<file path="src/rtl/alu_flag_branch_unit.sv">
// rtl/alu_flag_branch_unit.sv - NZCV flag register and branch resolver on the ALU result interface
module alu_flag_branch_unit #(
    parameter int DATA_W = 64,
    parameter int CNT_W  = 16
) (
    input  logic              clk,
    input  logic              reset,
    input  logic              valid_in,
    input  logic [2:0]        ctrl,
    input  logic [DATA_W-1:0] A,
    input  logic [DATA_W-1:0] B,
    input  logic [DATA_W-1:0] C,
    input  logic              zero,
    input  logic              set_flags,
    input  logic [1:0]        br_type,
    input  logic [3:0]        cond,
    output logic              valid_out,
    output logic              branch_taken,
    output logic [3:0]        flags_out,
    output logic [CNT_W-1:0]  taken_count,
    output logic              ctrl_err
);
    localparam int M = DATA_W - 1;

    logic       am, bm, cm;
    logic       op_c, op_v;
    logic [3:0] op_flags;
    logic       ctrl_ok;
    logic       fn, fz, fc, fv;
    logic       cond_true;
    logic       taken_d;
    logic       unused_low_bits;

    assign am = A[M];
    assign bm = B[M];
    assign cm = C[M];
    assign unused_low_bits = ^{A[M-1:0], B[M-1:0], C[M-1:0]};

    always_comb begin
        op_c = 1'b0;
        op_v = 1'b0;
        case (ctrl)
            3'b000: begin
                op_c = (am & bm) | ((am | bm) & ~cm);
                op_v = (am == bm) & (cm != am);
            end
            3'b001: begin
                // Carry means "no borrow", matching ARM subtract semantics
                op_c = (am & ~bm) | ((am | ~bm) & ~cm);
                op_v = (am != bm) & (cm != am);
            end
            default: ;
        endcase
    end

    assign op_flags = {cm, zero, op_c, op_v};
    assign ctrl_ok  = (ctrl <= 3'd4);

    // B.cond sees the register contents before this cycle's flag update
    assign {fn, fz, fc, fv} = flags_out;

    always_comb begin
        cond_true = 1'b1;
        case (cond)
            4'h0: cond_true = fz;
            4'h1: cond_true = ~fz;
            4'h2: cond_true = fc;
            4'h3: cond_true = ~fc;
            4'h4: cond_true = fn;
            4'h5: cond_true = ~fn;
            4'h6: cond_true = fv;
            4'h7: cond_true = ~fv;
            4'h8: cond_true = fc & ~fz;
            4'h9: cond_true = ~(fc & ~fz);
            4'hA: cond_true = (fn == fv);
            4'hB: cond_true = (fn != fv);
            4'hC: cond_true = ~fz & (fn == fv);
            4'hD: cond_true = ~(~fz & (fn == fv));
            default: cond_true = 1'b1;
        endcase
    end

    always_comb begin
        taken_d = 1'b0;
        if (valid_in) begin
            case (br_type)
                2'b01:   taken_d = zero;
                2'b10:   taken_d = ~zero;
                2'b11:   taken_d = cond_true;
                default: taken_d = 1'b0;
            endcase
        end
    end

    always_ff @(posedge clk) begin
        if (reset) begin
            valid_out    <= 1'b0;
            branch_taken <= 1'b0;
            flags_out    <= 4'b0000;
            taken_count  <= '0;
            ctrl_err     <= 1'b0;
        end else begin
            valid_out    <= valid_in;
            branch_taken <= taken_d;
            if (taken_d && (taken_count != {CNT_W{1'b1}}))
                taken_count <= taken_count + {{(CNT_W-1){1'b0}}, 1'b1};
            if (valid_in && set_flags) begin
                if (ctrl_ok)
                    flags_out <= op_flags;
                else
                    ctrl_err <= 1'b1;
            end
        end
    end
endmodule

</file>
<file path="config.mk">
export PLATFORM = sky130hd
export DESIGN_NAME = alu_flag_branch_unit
export DESIGN_NICKNAME = d
export VERILOG_FILES = /design/src/rtl/alu_flag_branch_unit.sv
export SDC_FILE = /design/constraint.sdc
export NUM_CORES = 1
export LEC_CHECK = 0
export CORE_ASPECT_RATIO = 0.75
export CORE_MARGIN = 10
export CORE_UTILIZATION = 19
export DETAILED_ROUTE_END_ITERATION = 16
export PLACE_DENSITY = 0.85
export SYNTH_ARGS = -nofsm -noshare
export SYNTH_HDL_FRONTEND = slang
export SYNTH_SLANG_ARGS = --single-unit
</file>
<file path="constraint.sdc">
create_clock -name clk -period 1.8 [get_ports clk]
set_input_delay 0.36 -clock clk [delete_from_list [all_inputs] [get_ports clk]]
set_output_delay 0.36 -clock clk [all_outputs]
set_load 0.02 [all_outputs]
</file>
==> summary.md <==
| Metric | Value |
|---|---|
| MaxCap Viol Count | `0` |
| Vias in the first global route | `1565` |
| Critical path type | `reg -> reg` |
| CTS sink cnt | `23` |
| Die height | `92.7 um` |
| Number of fill cells | `690` |
| Initial antenna violation count | `0` |
| Initial Util | `0.196` |
| Hold_buf cts | `0` |
| Routed WL per cell | `15.6 um` |
| Synth cell types | `41` |
| Clk slew on worst S/H paths | `0.09 ns` |
| PortBufs | `39` |
| Vias | `1535` |
| Worst slew margin | `0.706` |
| YS warnings | `0` |
| Crit. End Element | `flop` |
| Failing checks | `negative setup slack` |
| Final setup vio count | `16` |
| Root Driver | `clkbuf_8` |
| Global route overflow | `0` |
| Post-synthesis net count | `371` |
| Core ar. | `6830 um^2` |
| Mapped Area | `1340 um^2` |
| CTS Buf Count | `3` |
| Ant. Diodes | `0` |
| Clk_lat worst skew | `0.27 ns` |
| Setup tns final | `-1.40 ns` |
| CP startpoint kind | `flop` |
| Number of remaining DRC errors | `0` |
| Hold Vio Cnt, Final | `0` |
| Share of cells above drive strength 1 | `0.396` |
| Post-route minimum period | `1.92 ns` |
| DR iter-0 viols | `49` |
| Max-slew violation count | `0` |
| Placed Cells | `310` |
| Final worst slack | `-0.120 ns` |
| Largest fanout on the critical path | `8` |
| Half-perimeter wire length after placement | `3600 um` |
| P&R area growth vs syn | `80.4%` |
| Syn avg cell area | `8.38 um^2` |
| Worst path arrival time | `2.13 ns` |
| #FFs+latches synth | `23` |
| RSZ-0062 raised after global routing | `true` |
| Status | `complete, but fails checks` |
| Sequential fraction of the synthesis area | `0.344` |
| Pre-CTS setup slack | `-0.755 ns` |
| # IOs | `229` |
| Post-route ant nets | `0` |
| Die ar. | `10800 um^2` |
| Post-synth EDFFs | `0` |
| Leak | `0.928 nW` |
| Synth Instances | `160` |
| Largest net degree at the start of global routing | `17` |
| Final Cycle Share | `1.07` |
| Power per cell area | `463 nW/um^2` |
| Async set-reset flop share out of synthesis | `0` |
| Fmax | `521 MHz` |
| H-Tree Depth | `1` |
| First-pass DRT Iterations | `4` |
| First-pass GRT wire length | `7800 um` |
| Worst VDD drop | `246 uV` |
| Total Routing Usage GR | `0.0880` |
| Max Root-Sink Buffers | `2` |
| Die width | `117 um` |
| Final non-filler cell total | `324` |
| RePlAce Congestion | `0.820` |
| Final WL | `5060 um` |
| Rows | `26` |
| Hold Path Class | `reg -> reg` |
| Final hold slack | `0.494 ns` |
| Mean number of vias per cell | `4.74` |
| Worst-Margin Slew | `0.440 ns` |
| Clock skew | `0.00885 ns` |
| Main synth FF type | `dfxtp_1` |
| Fin util | `0.354` |
| Crit path required time | `2.01 ns` |
| Nets | `452` |
| CTS tree | `done` |
## critical path, cell delays in order, from the launching register on
cell and delay, ns:
dfxtp_4 0.35, buf_6 0.12, nor2b_4 0.10, mux2_4 0.17, a211oi_4 0.06, o2111ai_4 0.32, buf_6 0.18, nand2_8 0.06
or3_4 0.34, a21oi_2 0.14
## report_power, final
part           internal (mW)  switching (mW)
Sequential             0.514         0.00633
Combinational          0.128           0.125
Clock                  0.158           0.185
## cells in the final DEF (no fill, tap or decap), types with 3 or more instances in the layout
cell	instances
clkdlybuf4s50_1	32
nor2b_1	3
nor2_1	15
clkbuf_8	3
nand3_2	3
dfxtp_4	3
buf_4	36
nand4_1	3
a21oi_2	4
dfxtp_2	6
or3_1	4
mux2i_1	5
nand2_1	6
nand3_1	3
nor3b_1	4
ha_1	5
dfxtp_1	14
o21ai_1	4
buf_6	7
inv_1	7
and3_1	3
a21oi_1	7
xor2_1	6
o21ai_0	5
## cell usage after synthesis, types with 3 or more instances
library cell | number | area share
mux2i_1 | 5 | 0.037
ha_1 | 5 | 0.047
o21ai_0 | 9 | 0.034
nand2_1 | 8 | 0.022
inv_1 | 7 | 0.020
a21oi_1 | 11 | 0.041
nor2b_1 | 3 | 0.014
xor2_1 | 7 | 0.046
or4_1 | 4 | 0.022
nor2_1 | 17 | 0.048
dfxtp_1 | 23 | 0.34
clkbuf_1 | 4 | 0.011
or3_1 | 6 | 0.028
nand3_1 | 7 | 0.026
nor3b_1 | 5 | 0.028
o31ai_1 | 3 | 0.017
nand4_1 | 3 | 0.014
and3_1 | 3 | 0.014
## repair_timing
item,in CTS,in global routing
setup endpoints to repair,17,19
pin swaps,16,19
resized for setup,32,30
buffers inserted,8,2
## worst paths after layout
check | startpoint | to | slack, ns | cells after the start
worst min-delay path | ctrl_err$_SDFFE_PP0P_ | ctrl_err$_SDFFE_PP0P_ | 0.49 | 2
worst max register to register | flags_out[2]$_SDFFE_PP0P_ | taken_count[13]$_SDFFE_PP0P_ | -0.12 | 9
worst min register to register | ctrl_err$_SDFFE_PP0P_ | ctrl_err$_SDFFE_PP0P_ | 0.49 | 2
worst max-delay path | flags_out[2]$_SDFFE_PP0P_ | taken_count[13]$_SDFFE_PP0P_ | -0.12 | 9
## sequential cells by signal, indices dropped and copies added, names as in the netlist
name and count:
valid_out 1, ctrl_err 1, branch_taken 1, flags_out 4, taken_count 16
## per-layer routing
layer	GRT usage	routed length, um	vias up
met5	0	0	-
met2	0.152	2650	33
met3	0.0245	172	10
met1	0.103	2140	757
met4	0.0257	89	0
li1	-	-	735
## area by class of cell
cell class / count / area [um^2] / area share
clock buffer: 3 / 41.3 / 0.0171
clock inverter: 1 / 6.26 / 0.00259
multi-input combinational: 125 / 1040 / 0.431
timing repair buffer: 81 / 718 / 0.297
inverter: 7 / 26.3 / 0.0109
sequential: 23 / 479 / 0.198
tap: 84 / 105 / 0.0435
## kinds of logic (layout without fill, tap and decap cells)
family	Yosys count	count (layout)	synth area share
AO/OA/AOI/OAI	33	33	0.162
AND/OR/NAND/NOR	71	71	0.300
adder cells (fa/ha/maj)	5	5	0.0467
buffers and inverters	12	92	0.0345
multiplexers	7	7	0.0542
flip-flops	23	23	0.344
XOR/XNOR	9	9	0.0588
## metrics by stage
| stage | cell area [um^2] | total power, mW |
|---|---|---|
| 2_1_floorplan | 1390 | 0.635 |
| 3_3_place_gp | 2100 | 0.739 |
| 3_5_place_dp | 2100 | 0.747 |
| 4_1_cts | 2310 | 1.12 |
| 5_1_grt | 2420 | 1.17 |
| 6_report | 2420 | 1.12 |
Note: power is estimated with default switching activity, not from simulation.
